--- config.mk ---
export PLATFORM = sky130hd
export DESIGN_NAME = mem_access_unit_flat
export DESIGN_NICKNAME = d
export VERILOG_FILES = /design/src/rtl/mem_access_unit_if.sv /design/src/rtl/mem_access_unit.sv /design/src/flat_wrapper.sv
export SDC_FILE = /design/constraint.sdc
export NUM_CORES = 1
export LEC_CHECK = 0
export BUFFER_PORTS_ARGS = -buffer_cell sky130_fd_sc_hd__buf_4
export CELL_PAD_IN_SITES_DETAIL_PLACEMENT = 1
export CELL_PAD_IN_SITES_GLOBAL_PLACEMENT = 1
export CORE_MARGIN = 5
export CORE_UTILIZATION = 38
export CTS_BUF_LIST = sky130_fd_sc_hd__clkbuf_4
export DETAILED_ROUTE_END_ITERATION = 7
export PLACE_DENSITY_LB_ADDON = 0.12
export SLEW_MARGIN = 20
export SYNTH_ARGS = -nofsm -noshare
export SYNTH_HDL_FRONTEND = slang
export SYNTH_SLANG_ARGS = --single-unit
--- constraint.sdc ---
create_clock -name clk -period 2.5 [get_ports clk]
set_input_delay 0.5 -clock clk [delete_from_list [all_inputs] [get_ports clk]]
set_output_delay 0.5 -clock clk [all_outputs]
set_load 0.05 [all_outputs]
--- src/rtl/mem_access_unit_if.sv ---
// Bus between the multicycle datapath/memory and mem_access_unit.
// master = datapath plus memory side; slave = the access unit.
interface mem_access_unit_if;
   logic        req;
   logic        is_fetch;
   logic        is_store;
   logic [2:0]  funct3;
   logic [31:0] addr;
   logic [31:0] store_data;
   logic        busy;
   logic        done;
   logic        misaligned;
   logic [31:0] instr;
   logic [31:0] load_data;
   logic [31:0] mem_addr;
   logic [31:0] mem_wdata;
   logic        mem_read;
   logic        mem_write;
   logic [31:0] mem_rdata;

   modport master (
      output req, is_fetch, is_store, funct3, addr, store_data, mem_rdata,
      input  busy, done, misaligned, instr, load_data, mem_addr, mem_wdata, mem_read, mem_write
   );

   modport slave (
      input  req, is_fetch, is_store, funct3, addr, store_data, mem_rdata,
      output busy, done, misaligned, instr, load_data, mem_addr, mem_wdata, mem_read, mem_write
   );
endinterface

--- src/rtl/mem_access_unit.sv ---
// Sequences fetch/load/store as single memory transactions; sub-word stores use read-modify-write.
// Optional macro MAU_MISALIGN_TRAP_EN: detect and suppress misaligned accesses.
module mem_access_unit #(
   parameter int unsigned MEM_AW = 8
) (
   input logic              clk,
   input logic              reset_n,
   mem_access_unit_if.slave bus
);

   typedef enum logic [1:0] {StIdle, StRead, StWrite, StFin} state_e;

   localparam logic [1:0] SzByte = 2'd0;
   localparam logic [1:0] SzHalf = 2'd1;
   localparam logic [1:0] SzWord = 2'd2;

   state_e              state_q, state_d;
   logic                fetch_q, fetch_d;
   logic                store_q, store_d;
   logic                unsigned_q, unsigned_d;
   logic [1:0]          size_q, size_d;
   logic [MEM_AW-1:0]   addr_q, addr_d;
   logic [31:0]         wdata_q, wdata_d;
   logic [31:0]         ir_q, ir_d;
   logic [31:0]         mdr_q, mdr_d;
   logic                mis_q, mis_d;
   logic [31:0]         last_addr_q, last_addr_d;

   logic [31:0] aligned;
   logic [31:0] merged;
   logic [31:0] ext;
   logic [7:0]  lane_b;
   logic [15:0] lane_h;
   logic [1:0]  req_size;
   logic        req_mis;

   always_comb begin
      state_d     = state_q;
      fetch_d     = fetch_q;
      store_d     = store_q;
      unsigned_d  = unsigned_q;
      size_d      = size_q;
      addr_d      = addr_q;
      wdata_d     = wdata_q;
      ir_d        = ir_q;
      mdr_d       = mdr_q;
      mis_d       = mis_q;
      last_addr_d = last_addr_q;

      bus.busy       = (state_q != StIdle);
      bus.done       = 1'b0;
      bus.misaligned = 1'b0;
      bus.mem_read   = 1'b0;
      bus.mem_write  = 1'b0;
      bus.mem_wdata  = '0;
      bus.instr      = ir_q;
      bus.load_data  = mdr_q;

      aligned = '0;
      aligned[MEM_AW-1:2] = addr_q[MEM_AW-1:2];
      bus.mem_addr = last_addr_q;

      // Invalid funct3 codes fall into the word case along with 010.
      if (bus.is_fetch)                req_size = SzWord;
      else if (bus.funct3[1:0] == 2'b00) req_size = SzByte;
      else if (bus.funct3[1:0] == 2'b01) req_size = SzHalf;
      else                              req_size = SzWord;

`ifdef MAU_MISALIGN_TRAP_EN
      req_mis = ((req_size == SzWord) && (bus.addr[1:0] != 2'b00)) ||
                ((req_size == SzHalf) && bus.addr[0]);
`else
      req_mis = 1'b0;
`endif

      lane_b = 8'(bus.mem_rdata >> {addr_q[1:0], 3'b000});
      lane_h = addr_q[1] ? bus.mem_rdata[31:16] : bus.mem_rdata[15:0];

      merged = bus.mem_rdata;
      if (size_q == SzByte) merged[{addr_q[1:0], 3'b000} +: 8] = wdata_q[7:0];
      else                  merged[{addr_q[1], 4'b0000} +: 16] = wdata_q[15:0];

      if (size_q == SzByte)      ext = {{24{~unsigned_q & lane_b[7]}}, lane_b};
      else if (size_q == SzHalf) ext = {{16{~unsigned_q & lane_h[15]}}, lane_h};
      else                       ext = bus.mem_rdata;

      unique case (state_q)
         StIdle: begin
            if (bus.req) begin
               fetch_d    = bus.is_fetch;
               store_d    = bus.is_store & ~bus.is_fetch;
               unsigned_d = bus.funct3[2];
               size_d     = req_size;
               addr_d     = bus.addr[MEM_AW-1:0];
               wdata_d    = bus.store_data;
               mis_d      = req_mis;
               if (req_mis)
                  state_d = StFin;
               else if (bus.is_store && !bus.is_fetch && req_size == SzWord)
                  state_d = StWrite;
               else
                  state_d = StRead;
            end
         end
         StRead: begin
            bus.mem_read = 1'b1;
            bus.mem_addr = aligned;
            last_addr_d  = aligned;
            if (fetch_q) begin
               ir_d    = bus.mem_rdata;
               state_d = StFin;
            end else if (store_q) begin
               wdata_d = merged;
               state_d = StWrite;
            end else begin
               mdr_d   = ext;
               state_d = StFin;
            end
         end
         StWrite: begin
            bus.mem_write = 1'b1;
            bus.mem_addr  = aligned;
            bus.mem_wdata = wdata_q;
            last_addr_d   = aligned;
            state_d       = StFin;
         end
         StFin: begin
            bus.done       = 1'b1;
            bus.misaligned = mis_q;
            state_d        = StIdle;
         end
         default: state_d = StIdle;
      endcase
   end

   always_ff @(posedge clk) begin
      if (!reset_n) begin
         state_q     <= StIdle;
         fetch_q     <= 1'b0;
         store_q     <= 1'b0;
         unsigned_q  <= 1'b0;
         size_q      <= SzWord;
         addr_q      <= '0;
         wdata_q     <= '0;
         ir_q        <= 32'h0000_0013;
         mdr_q       <= '0;
         mis_q       <= 1'b0;
         last_addr_q <= '0;
      end else begin
         state_q     <= state_d;
         fetch_q     <= fetch_d;
         store_q     <= store_d;
         unsigned_q  <= unsigned_d;
         size_q      <= size_d;
         addr_q      <= addr_d;
         wdata_q     <= wdata_d;
         ir_q        <= ir_d;
         mdr_q       <= mdr_d;
         mis_q       <= mis_d;
         last_addr_q <= last_addr_d;
      end
   end

endmodule

--- src/flat_wrapper.sv ---
// flat-port wrapper written by rule: the top's interface ports become plain ports
module mem_access_unit_flat 
#(
   parameter int unsigned MEM_AW = 8
)
  (clk, reset_n, bus_req, bus_is_fetch, bus_is_store, bus_funct3, bus_addr, bus_store_data, bus_mem_rdata, bus_busy, bus_done, bus_misaligned, bus_instr, bus_load_data, bus_mem_addr, bus_mem_wdata, bus_mem_read, bus_mem_write);
  mem_access_unit_if bus_i ();
  input logic clk;
  input logic reset_n;
  input wire logic [$bits(bus_i.req)-1:0] bus_req;
  input wire logic [$bits(bus_i.is_fetch)-1:0] bus_is_fetch;
  input wire logic [$bits(bus_i.is_store)-1:0] bus_is_store;
  input wire logic [$bits(bus_i.funct3)-1:0] bus_funct3;
  input wire logic [$bits(bus_i.addr)-1:0] bus_addr;
  input wire logic [$bits(bus_i.store_data)-1:0] bus_store_data;
  input wire logic [$bits(bus_i.mem_rdata)-1:0] bus_mem_rdata;
  output wire logic [$bits(bus_i.busy)-1:0] bus_busy;
  output wire logic [$bits(bus_i.done)-1:0] bus_done;
  output wire logic [$bits(bus_i.misaligned)-1:0] bus_misaligned;
  output wire logic [$bits(bus_i.instr)-1:0] bus_instr;
  output wire logic [$bits(bus_i.load_data)-1:0] bus_load_data;
  output wire logic [$bits(bus_i.mem_addr)-1:0] bus_mem_addr;
  output wire logic [$bits(bus_i.mem_wdata)-1:0] bus_mem_wdata;
  output wire logic [$bits(bus_i.mem_read)-1:0] bus_mem_read;
  output wire logic [$bits(bus_i.mem_write)-1:0] bus_mem_write;
  assign bus_i.req = bus_req;
  assign bus_i.is_fetch = bus_is_fetch;
  assign bus_i.is_store = bus_is_store;
  assign bus_i.funct3 = bus_funct3;
  assign bus_i.addr = bus_addr;
  assign bus_i.store_data = bus_store_data;
  assign bus_i.mem_rdata = bus_mem_rdata;
  assign bus_busy = bus_i.busy;
  assign bus_done = bus_i.done;
  assign bus_misaligned = bus_i.misaligned;
  assign bus_instr = bus_i.instr;
  assign bus_load_data = bus_i.load_data;
  assign bus_mem_addr = bus_i.mem_addr;
  assign bus_mem_wdata = bus_i.mem_wdata;
  assign bus_mem_read = bus_i.mem_read;
  assign bus_mem_write = bus_i.mem_write;
  mem_access_unit #(.MEM_AW(MEM_AW)) u_core (.clk(clk), .reset_n(reset_n), .bus(bus_i));
endmodule
### After elaboration in Yosys (flattened, before gate mapping)

Cells that the tools add are included.

| word-level totals | value |
|---|---|
| bits in registers | 143 |
| bits in latches | 0 |
| bits in writable memories | 0 |
| ROM bits | 0 |
| input bits | 104 |
| output and inout port bits | 133 |
| memories | 0 |

| cells by class | value |
|---|---|
| add/subtract/negate cells | 2 |
| multipliers | 0 |
| div/mod/pow operators | 0 |
| $lt $le $gt $ge | 0 |
| eq/ne operators | 9 |
| shifts and indexed selects | 5 |
| mux-type cells | 23 |
| bitwise logic cells | 7 |
| reductions and logical operators | 13 |

Operators by type and width:

| cell | number |
|---|---|
| 2-to-1 mux 32 bit | 8 |
| bitwise mux 32 bit | 2 |
| one-hot mux 32 bit (2 select lines) | 1 |
| variable shift 16 x 7 -> 32 bit (first input constant) | 1 |
| variable shift 8 x 7 -> 32 bit (first input constant) | 1 |
| indexed part select 16 x 7 -> 32 bit | 1 |
| indexed part select 8 x 7 -> 32 bit | 1 |
| >> shifter 32 x 5 -> 8 bit | 1 |
| 2-to-1 mux 16 bit | 1 |
| negation 5 -> 7 bit | 2 |
| 2-to-1 mux 2 bit | 6 |
| one-hot mux 2 bit (4 select lines) | 1 |
| == test 2 x 1 -> 1 bit (second input constant) | 3 |
| == test 2 bit (second input constant) | 3 |
| logical NOT 2 bit | 3 |
| 2-to-1 mux 1 bit | 4 |
| inequality test 2 bit (second input constant) | 2 |
| inverter 1 bit | 4 |
| AND reduction 2 bit | 2 |
| AND reduction 4 bit | 1 |
| nonzero test 2 bit | 2 |
| AND 1 bit | 3 |
| AND reduction 3 bit | 1 |
| logical AND 1 bit | 2 |
| other kinds (3) | 3 |

### Logic depth before layout (Yosys ltp)

Gate-level depths: netlist (run 1).

| depth | value |
|---|---|
| word-level depth | 9 |
| gate-level depth with buffers | 9 |

### Worst setup path before layout (run 1)

No wires, ideal clock.

| timing | value |
|---|---|
| kind | register -> output |
| from | register u_core.state_q[0] (netlist name) |
| to | output bus_mem_addr[0] |
| arrival time | 1,798 ps |
| data required time | 2,000 ps |
| setup slack | 202 ps |
| stages on the path, launching flop included | 6 |
| cell sequence | dfxtp_1 -> inv_1 -> ha_1 -> clkbuf_1 -> clkbuf_1 -> nor2b_1 |

RTL lines:

| what | RTL line | text |
|---|---|---|
| to (decl) | flat_wrapper.sv:22 | `output wire logic [$bits(bus_i.mem_addr)-1:0] bus_mem_addr;` |

### Worst setup path after layout (run 1)

| timing | value |
|---|---|
| from | register u_core.state_q[1] |
| to | output bus_mem_addr[5] |

| between the ends | value |
|---|---|
| cells in the longest elaborated chain, start to end | 3 |
| elaborated cells between the ends (all ways) | 4 |

RTL lines:

| what | RTL line | text |
|---|---|---|
| from (decl) | mem_access_unit.sv:17 | `state_e state_q, state_d;` |
| from (signal assigned) | mem_access_unit.sv:138 | `state_q <= StIdle;` |
| from (signal assigned) | mem_access_unit.sv:150 | `state_q <= state_d;` |
| == test 2 bit / == test 2 x 1 -> 1 bit (equally long branches) | mem_access_unit.sv:87 | `unique case (state_q)` |
| OR reduction 2 bit (no line) * | - |  |
| 2-to-1 mux 32 bit * | - |  |

Mark *: on every way between the ends. The rest lies on a longest branch, timed or not.

==> impl_metrics.env, run 1 <==
export IMPL_port_buffers=211
export IMPL_clockRootBuffer="clkbuf_4"
export IMPL_hold_ws_ns=0.162
export IMPL_setup_viol=0
export IMPL_max_slew_margin=0.393
export IMPL_ys_seq_area_frac=0.414
export IMPL_routed_wl_um=25500
export IMPL_wire_per_inst_um=20.4
export IMPL_rsz0062_at_grt="yes"
export IMPL_arrival_ns=1.98
export IMPL_syn_avg_cell_area_um2=8.47
export IMPL_layout_drive_gt1_share=0.325
export IMPL_drtIter0Drc=502
export IMPL_worstSetupEndpointType="output port"
export IMPL_tightest_slew_ns=0.908
export IMPL_path_max_fanout=11
export IMPL_num_vias=6816
export IMPL_cp_start_kind="register"
export IMPL_grt_max_degree=76
export IMPL_core_area_mm2=0.0179
export IMPL_status="finished clean"
export IMPL_fmaxAchievable_mhz=404
export IMPL_die_w_um=145
export IMPL_path_clk_slew_ns=0.15
export IMPL_grt_pass1_wl_um=39200
export IMPL_groute_usage_overall=0.243
export IMPL_ioPinCount=237
export IMPL_insertion_delay_ns=0.58
export IMPL_post_route_period_util=0.991
export IMPL_ys_ff_latch=143
export IMPL_finalHoldViolations=0
export IMPL_clock_skew_ns=0.0298
export IMPL_ir_drop_mv=0.610
export IMPL_die_h_um=145
export IMPL_clock_path_buffers=2
export IMPL_area_growth_pct=33.4
export IMPL_cellLeakagePower_uw=0.00387
export IMPL_ys_top_cells_by_count="dfxtp_1, nand2_1, o21ai_0"
export IMPL_grt_pass1_vias=6901
export IMPL_synth_largest_area_cell="dfxtp_1"
export IMPL_htreeDepth=4
export IMPL_syn_nets=929
export IMPL_max_cap_violations=0
export IMPL_dr_pass1_iters=5
export IMPL_overflow=0
export IMPL_start_util=0.386
export IMPL_worstSetupPathType="register to output port"
export IMPL_dieArea_mm2=0.0210
export IMPL_cp_required_ns=2.00
export IMPL_cts_tree="built"
export IMPL_synthCells=816
export IMPL_hp_class="input pin to register"
export IMPL_yosysWarningCount=0
export IMPL_yosysMostFrequentCell="dfxtp_1"
export IMPL_cts_sinks=143
export IMPL_fin_cells=1249
export IMPL_synth_distinct_cells=53
export IMPL_drv_slew=0
export IMPL_antenna_found_initial=1
export IMPL_synthTopCellsByArea="dfxtp_1, nand2_1, and2_1"
export IMPL_dp_cells=1213
export IMPL_synth_edff_count=0
export IMPL_nets=1116
export IMPL_synthArstFlopShare=0
export IMPL_numCtsBuffers=17
export IMPL_drc=0
export IMPL_power_uw=9990
export IMPL_rows=49
export IMPL_synth_top_area_frac=0.414
export IMPL_netlist_area_mm2=0.00691
export IMPL_cellPowerDensity_mw_per_mm2=1080
export IMPL_place_hpwl_um=18700
export IMPL_min_period_ns=2.48
export IMPL_ant_nets=0
export IMPL_ys_flop_type="dfxtp_1"
export IMPL_avgViaCountPerCell=5.46
export IMPL_gp_congestion=0.855
==> flip-flops by register name, indices dropped and copies added, names as in the netlist <==
register              count
u_core.size_q             2
u_core.fetch_q            1
u_core.last_addr_q       32
u_core.store_q            1
u_core.state_q            2
u_core.wdata_q           32
u_core.unsigned_q         1
u_core.bus.instr         32
u_core.addr_q             8
u_core.bus.load_data     32
==> cells in the final DEF, fill, tap and decap left out, types with 4 or more instances in the layout <==
cell type	netlist	final
o221a_2	8	8
nand2_1	132	132
inv_1	19	18
nor2_1	10	10
ha_1	9	6
mux4_2	7	7
a22oi_1	28	28
o21ai_0	75	75
o211ai_1	8	8
mux2i_1	6	6
a31oi_1	9	9
a221o_1	12	12
clkbuf_4	0	17
inv_8	0	5
diode_2	0	4
nor2b_2	0	21
buf_6	2	27
a22o_1	12	12
dfxtp_1	143	141
mux2_2	6	6
nand3_1	14	14
and2_1	68	68
buf_4	3	208
nor2b_1	36	14
a221oi_1	5	5
inv_6	0	6
or3_1	6	6
o22ai_1	11	11
a21oi_1	48	48
a21boi_0	48	48
==> worst paths after layout <==
kind                        startpoint                       end  cells past startpoint  slack (ns)
hold / removal             bus_addr[3]          u_core.addr_q[3]                      3        0.16
setup / recovery     u_core.state_q[1]           bus_mem_addr[5]                      4        0.02
setup reg to reg     u_core.state_q[1]  u_core.bus.load_data[30]                      6        0.27
hold reg to reg   u_core.bus.instr[27]      u_core.bus.instr[27]                      2        0.47
==> logic make-up after synthesis <==
| family | after synthesis | synth area share |
|---|---|---|
| buffers and inverters | 89 | 0.0552 |
| other | 1 | 0.000543 |
| and+or+nand+nor | 282 | 0.206 |
| DFF | 143 | 0.414 |
| adders and majority gates | 9 | 0.0163 |
| muxes | 19 | 0.0413 |
| AOI/OAI and AO/OA | 273 | 0.266 |
==> routing by layer <==
metal	global-route usage	part of all wire
met1	0.311	0.41
met2	0.400	0.49
met3	0.0601	0.078
met4	0.0835	0.023
met5	0	0
==> cell type report <==
| type | count | area [um2] |
|---|---|---|
| clock buffer | 17 | 128 |
| clock inverter | 15 | 185 |
| fill | 2137 | 8690 |
| multi-input combinational | 584 | 3760 |
| tap | 229 | 287 |
| antenna | 4 | 10.0 |
| inverter | 20 | 75.1 |
| timing repair buffer | 237 | 1910 |
| sequential | 143 | 2870 |
==> critical path, stage by stage, from the launching register on <==
cell and delay, ns:
dfxtp_4 0.40, inv_1 0.09, ha_4 0.36, mux2_2 0.36
buf_4 0.19
==> power by group <==
part	internal [uW]	switching (uW)	leakage, uW
registers	2840	488	0.00117
clock network	647	1030	0.000168
logic	1680	3310	0.00253
total	5170	4820	0.00387
==> repair_timing <==
item                                    CTS  global route
buffers inserted                          0             0
hold buffers                              0             0
endpoints found under the setup margin   65            31
gates resized for setup                  26            33
cloned                                    0             0
pin swaps                                 1             0
==> metrics by stage <==
step                      cell area, um2   util  setup WS [ns]  TNS (ns)
after detailed placement            8700  0.486          0.286         0
after global routing                9210  0.515        -0.0737    -0.693
after global placement              8700  0.486          0.337         0
after CTS                           9100  0.508        -0.0416    -0.301
after floorplan                     6910      -          0.202         0
final                               9210  0.515         0.0223         0
Note: power is estimated with default switching activity, not from simulation.
==> run 2: changes to the inputs <==
--- a/config.mk
+++ b/config.mk
@@ -12,7 +12,7 @@
 export CORE_UTILIZATION = 38
 export CTS_BUF_LIST = sky130_fd_sc_hd__clkbuf_4
 export DETAILED_ROUTE_END_ITERATION = 7
-export PLACE_DENSITY_LB_ADDON = 0.12
+export PLACE_DENSITY = 0.86
 export SLEW_MARGIN = 20
 export SYNTH_ARGS = -nofsm -noshare
 export SYNTH_HDL_FRONTEND = slang
==> run 2 against run 1 <==
Combinational power down 2%; largest cell class unchanged; core utilization down 0.36 points; critical path type unchanged; count of clock-buffer cells in the layout unchanged; sequential power about the same; critical endpoint is now bus_mem_addr[3].
==> impl_metrics.env, run 2 (synthesis gave the netlist of run 1 again) <==
export IMPL_status="finished clean"
export IMPL_avgViaCountPerCell=5.59
export IMPL_layout_drive_gt1_share=0.319
export IMPL_rsz0062_at_grt="yes"
export IMPL_cpPeakStageDelay_ns=0.40
export IMPL_cellPowerDensity_mw_per_mm2=1080
export IMPL_cp_start_kind="register"
export IMPL_regArea_mm2=0.00287
export IMPL_worstSetupPathType="register to output port"
export IMPL_combPwrFrac=0.498
export IMPL_p_switching_uw=4750
export IMPL_ir_drop_mv=0.498
export IMPL_setup_viol=0
export IMPL_cellLeakagePower_uw=0.00385
export IMPL_cts_sinks=143
export IMPL_multi_input_area_mm2=0.00374
export IMPL_ant_nets=0
export IMPL_drtIter0Drc=537
export IMPL_fin_ws_ns=0.0764
export IMPL_wire_per_inst_um=21.3
export IMPL_dp_cells=1212
export IMPL_die_w_um=145
export IMPL_arrival_ns=1.92
export IMPL_min_period_ns=2.42
export IMPL_rrSetupSlack_ns=0.17
export IMPL_p_clk_frac=0.162
export IMPL_grt_max_degree=54
export IMPL_clock_path_buffers=2
export IMPL_post_route_util=0.511
export IMPL_num_vias=6962
export IMPL_overflow=0
export IMPL_drv_slew=0
export IMPL_postCtsSetupBuffers=0
export IMPL_drc=0
export IMPL_antenna_found_initial=1
export IMPL_clock_skew_ns=0.0126
export IMPL_core_area_mm2=0.0179
export IMPL_max_cap_violations=0
export IMPL_layout_common_cells="buf_4, dfxtp_1, nand2_1, o21ai_0, and2_1"
export IMPL_path_max_fanout=9
export IMPL_clockRootBuffer="clkbuf_4"
export IMPL_hold_ws_ns=0.177
export IMPL_finalHoldViolations=0
export IMPL_worstSetupEndpointType="output port"
export IMPL_cp_required_ns=2.00
export IMPL_post_route_period_util=0.969
export IMPL_insertion_delay_ns=0.56
export IMPL_cts_tree="built"
export IMPL_hp_class="input pin to register"
export IMPL_numCtsBuffers=17
export IMPL_start_util=0.386
export IMPL_htreeDepth=4
export IMPL_groute_usage_overall=0.247
export IMPL_crit_chain="inv_1 > ha_4 > mux2_2 > buf_4"
export IMPL_tns_ns=0
export IMPL_final_common_cell="buf_4"
export IMPL_grt_pass1_wl_um=39800
export IMPL_routed_wl_um=26500
export IMPL_dieArea_mm2=0.0210
export IMPL_place_hpwl_um=19300
export IMPL_critPathSlowestCell="dfxtp_4"
export IMPL_swShare=0.482
export IMPL_ioPinCount=237
export IMPL_nets=1115
export IMPL_place_ws_ns=0.266
export IMPL_max_slew_margin=0.447
export IMPL_area_growth_pct=32.4
export IMPL_path_clk_slew_ns=0.15
export IMPL_gp_congestion=0.891
export IMPL_fmaxAchievable_mhz=413
export IMPL_p_seq_frac=0.340
export IMPL_die_h_um=145
export IMPL_tightest_slew_ns=0.828
export IMPL_fin_cells=1245
export IMPL_nFillCells=2165
export IMPL_rows=49
export IMPL_port_buffers=211
export IMPL_grt_pass1_vias=7016
export IMPL_dr_pass1_iters=5
export IMPL_p_int_uw=5100
==> run 2: cell count changes in the layout (fill, tap and decap cells not counted), moves of 2 or more <==
cell / previous run / this run
inv_6: 6 / 8
inv_8: 5 / 0
nor2b_2: 21 / 17
clkinv_4: 1 / 4
buf_6: 27 / 23
buf_4: 208 / 212
diode_2: 4 / 1
nor2b_1: 14 / 18
==> run 2: metal layers <==
metal	vias up	GRT usage	share of wire
li1	3240	-	-
met1	3358	0.302	0.38
met2	304	0.407	0.48
met3	60	0.0848	0.11
met4	0	0.0884	0.034
met5	-	0	0
==> run 2: worst paths after layout <==
kind | start | end | cells after the start
hold / removal | bus_addr[2] | u_core.addr_q[2] | 3
setup / recovery | u_core.state_q[1] | bus_mem_addr[3] | 4
hold reg to reg | u_core.addr_q[2] | u_core.addr_q[2] | 2
setup reg to reg | u_core.state_q[1] | u_core.wdata_q[2] | 7
==> run 2: stage by stage <==
stage	instance area (um2)	power, uW
floorplan	6910	6480
global placement	8680	8000
detailed placement	8680	8130
CTS	9050	9830
global route	9150	10400
finish	9150	9850
==> run 2: power by group through the flow <==
stage | clock network, uW | logic (uW) | registers [uW]
floorplan | 0 | 2570 | 3920
finish | 1600 | 4900 | 3340
global placement | 0 | 4650 | 3340
CTS | 1650 | 4870 | 3320
detailed placement | 0 | 4770 | 3360
global route | 1740 | 5250 | 3400
==> run 2: worst max-delay path: cells and delay by family, from the launching register on <==
kind | cells | cell delay, ns
buffers and inverters | 2 | 0.27
multiplexers | 1 | 0.36
adder cells (fa/ha/maj) | 1 | 0.34
flip-flops | 1 | 0.40
==> run 2: what timing repair did <==
| item | in CTS | in global routing |
|---|---|---|
| pin swaps | 0 | 1 |
| endpoints found under the setup margin | 65 | 58 |
| resized for setup | 22 | 29 |
| hold buffers | 0 | 0 |
==> run 2: final cells by class <==
class                      instances  share of cell area
tap                              229              0.0313
antenna                            1            0.000274
clock inverter                    15              0.0189
sequential                       143               0.314
inverter                          20             0.00821
clock buffer                      17              0.0139
timing repair buffer             236               0.204
multi-input combinational        584               0.409
==> run 3: changes to the inputs <==
--- a/config.mk
+++ b/config.mk
@@ -10,7 +10,7 @@
 export CELL_PAD_IN_SITES_GLOBAL_PLACEMENT = 1
 export CORE_MARGIN = 5
 export CORE_UTILIZATION = 38
-export CTS_BUF_LIST = sky130_fd_sc_hd__clkbuf_4
+export CTS_BUF_LIST = sky130_fd_sc_hd__clkbuf_8
 export DETAILED_ROUTE_END_ITERATION = 7
 export PLACE_DENSITY = 0.86
 export SLEW_MARGIN = 20
==> run 3 against run 2 <==
Die area is the same; worst setup slack better by 0.020 ns; first-iteration DRC count grew 8.8%.
==> impl_metrics.env, run 3 (synthesis gave the netlist of run 1 again) <==
export IMPL_tightest_slew_ns=0.843
export IMPL_crit_chain="inv_1 > ha_4 > mux2_2 > buf_4"
export IMPL_hold_ws_ns=0.283
export IMPL_die_w_um=145
export IMPL_grt_pass1_vias=7024
export IMPL_dieArea_mm2=0.0210
export IMPL_wire_per_inst_um=21.3
export IMPL_fmaxAchievable_mhz=416
export IMPL_area_growth_pct=32.4
export IMPL_max_slew_margin=0.437
export IMPL_diodes=0
export IMPL_antenna_found_initial=0
export IMPL_dr_pass1_iters=5
export IMPL_drtIter0Drc=584
export IMPL_nets=1115
export IMPL_path_max_fanout=9
export IMPL_insertion_delay_ns=0.47
export IMPL_num_vias=6971
export IMPL_critPathSlowestCell="dfxtp_1"
export IMPL_htreeDepth=4
export IMPL_layout_common_cells="buf_4, dfxtp_1, nand2_1, o21ai_0, and2_1"
export IMPL_dr_wl_met2_um=12500
export IMPL_setup_viol=0
export IMPL_die_h_um=145
export IMPL_tns_ns=0
export IMPL_grt_max_degree=54
export IMPL_cp_start_kind="register"
export IMPL_gp_congestion=0.891
export IMPL_drv_slew=0
export IMPL_place_ws_ns=0.266
export IMPL_cellPowerDensity_mw_per_mm2=1110
export IMPL_final_common_cell="buf_4"
export IMPL_numCtsBuffers=17
export IMPL_grt_pass1_wl_um=39800
export IMPL_overflow=0
export IMPL_avgViaCountPerCell=5.60
export IMPL_rows=49
export IMPL_arrival_ns=1.90
export IMPL_dr_max_layer_used="met4"
export IMPL_start_util=0.386
export IMPL_hp_class="input pin to register"
export IMPL_cellLeakagePower_uw=0.00389
export IMPL_min_period_ns=2.40
export IMPL_placed_cell_area_mm2=0.00868
export IMPL_ioPinCount=237
export IMPL_clockRootBuffer="clkbuf_8"
export IMPL_ant_nets=0
export IMPL_cts_tree="built"
export IMPL_drt_met1_wl_um=10500
export IMPL_layout_drive_gt1_share=0.302
export IMPL_post_route_util=0.511
export IMPL_path_clk_slew_ns=0.09
export IMPL_worstSetupEndpointType="output port"
export IMPL_routed_wl_um=26500
export IMPL_rsz0062_at_grt="yes"
export IMPL_drc=0
export IMPL_cts_sinks=143
export IMPL_clock_path_buffers=2
export IMPL_cpPeakStageDelay_ns=0.42
export IMPL_worstSetupPathType="register to output port"
export IMPL_wl_met3_um=2570
export IMPL_cp_required_ns=2.00
export IMPL_port_buffers=211
export IMPL_place_hpwl_um=19300
export IMPL_post_route_period_util=0.962
export IMPL_fin_area_mm2=0.00915
export IMPL_hold_buffers=0
export IMPL_postCtsSetupBuffers=0
export IMPL_groute_usage_overall=0.247
export IMPL_fin_ws_ns=0.0961
export IMPL_status="finished clean"
export IMPL_finalHoldViolations=0
export IMPL_clock_skew_ns=0.00872
export IMPL_core_area_mm2=0.0179
export IMPL_ir_drop_mv=0.489
export IMPL_max_cap_violations=0
run 3: worst max-delay path, delay by kind of cell, from the launching register on:
kind                     cells  cell delay (ns)
flip-flops                   1             0.42
multiplexers                 1             0.36
buffers and inverters        2             0.30
adder cells (fa/ha/maj)      1             0.35
run 3: final cells by class:
class	count	area, um2
Clock buffer	17	234
Clock inverter	15	173
Fill cell	2177	8760
Inverter	20	75.1
Multi-Input combinational cell	584	3700
Sequential cell	143	2860
Tap cell	229	287
Timing Repair Buffer	236	1810
run 3: timing repair:
action / 4_1_cts / 5_1_grt
cloned: 0 / 0
gates resized for setup: 4 / 11
setup endpoints to repair: 65 / 32
run 3: through the flow:
stage | cells | power (uW)
after floorplan | 816 | 6480
after global placement | 1212 | 8000
after detailed placement | 1212 | 8130
after CTS | 1244 | 10100
after global routing | 1244 | 10700
final | 1244 | 10100
run 3: final timing paths:
| path | to | slack [ns] | startpoint | cells past startpoint |
|---|---|---|---|---|
| setup / recovery | bus_mem_addr[3] | 0.1 | u_core.state_q[1] | 4 |
| hold / removal | u_core.addr_q[2] | 0.28 | bus_addr[2] | 3 |
| setup reg to reg | u_core.wdata_q[6] | 0.19 | u_core.state_q[1] | 7 |
| hold reg to reg | u_core.addr_q[2] | 0.47 | u_core.addr_q[2] | 2 |
run 3: per-layer routing:
layer	vias to the layer above	global-route usage
met5	-	0
met4	0	0.0943
met3	61	0.0766
met2	299	0.404
met1	3372	0.307
li1	3239	-
run 3: report_power, final:
part / total (uW) / switching [uW] / internal [uW] / leakage, uW
logic: 4850 / 3220 / 1630 / 0.00252
clock network: 1960 / 1040 / 918 / 0.000203
registers: 3340 / 506 / 2830 / 0.00117
total: 10100 / 4760 / 5380 / 0.00389
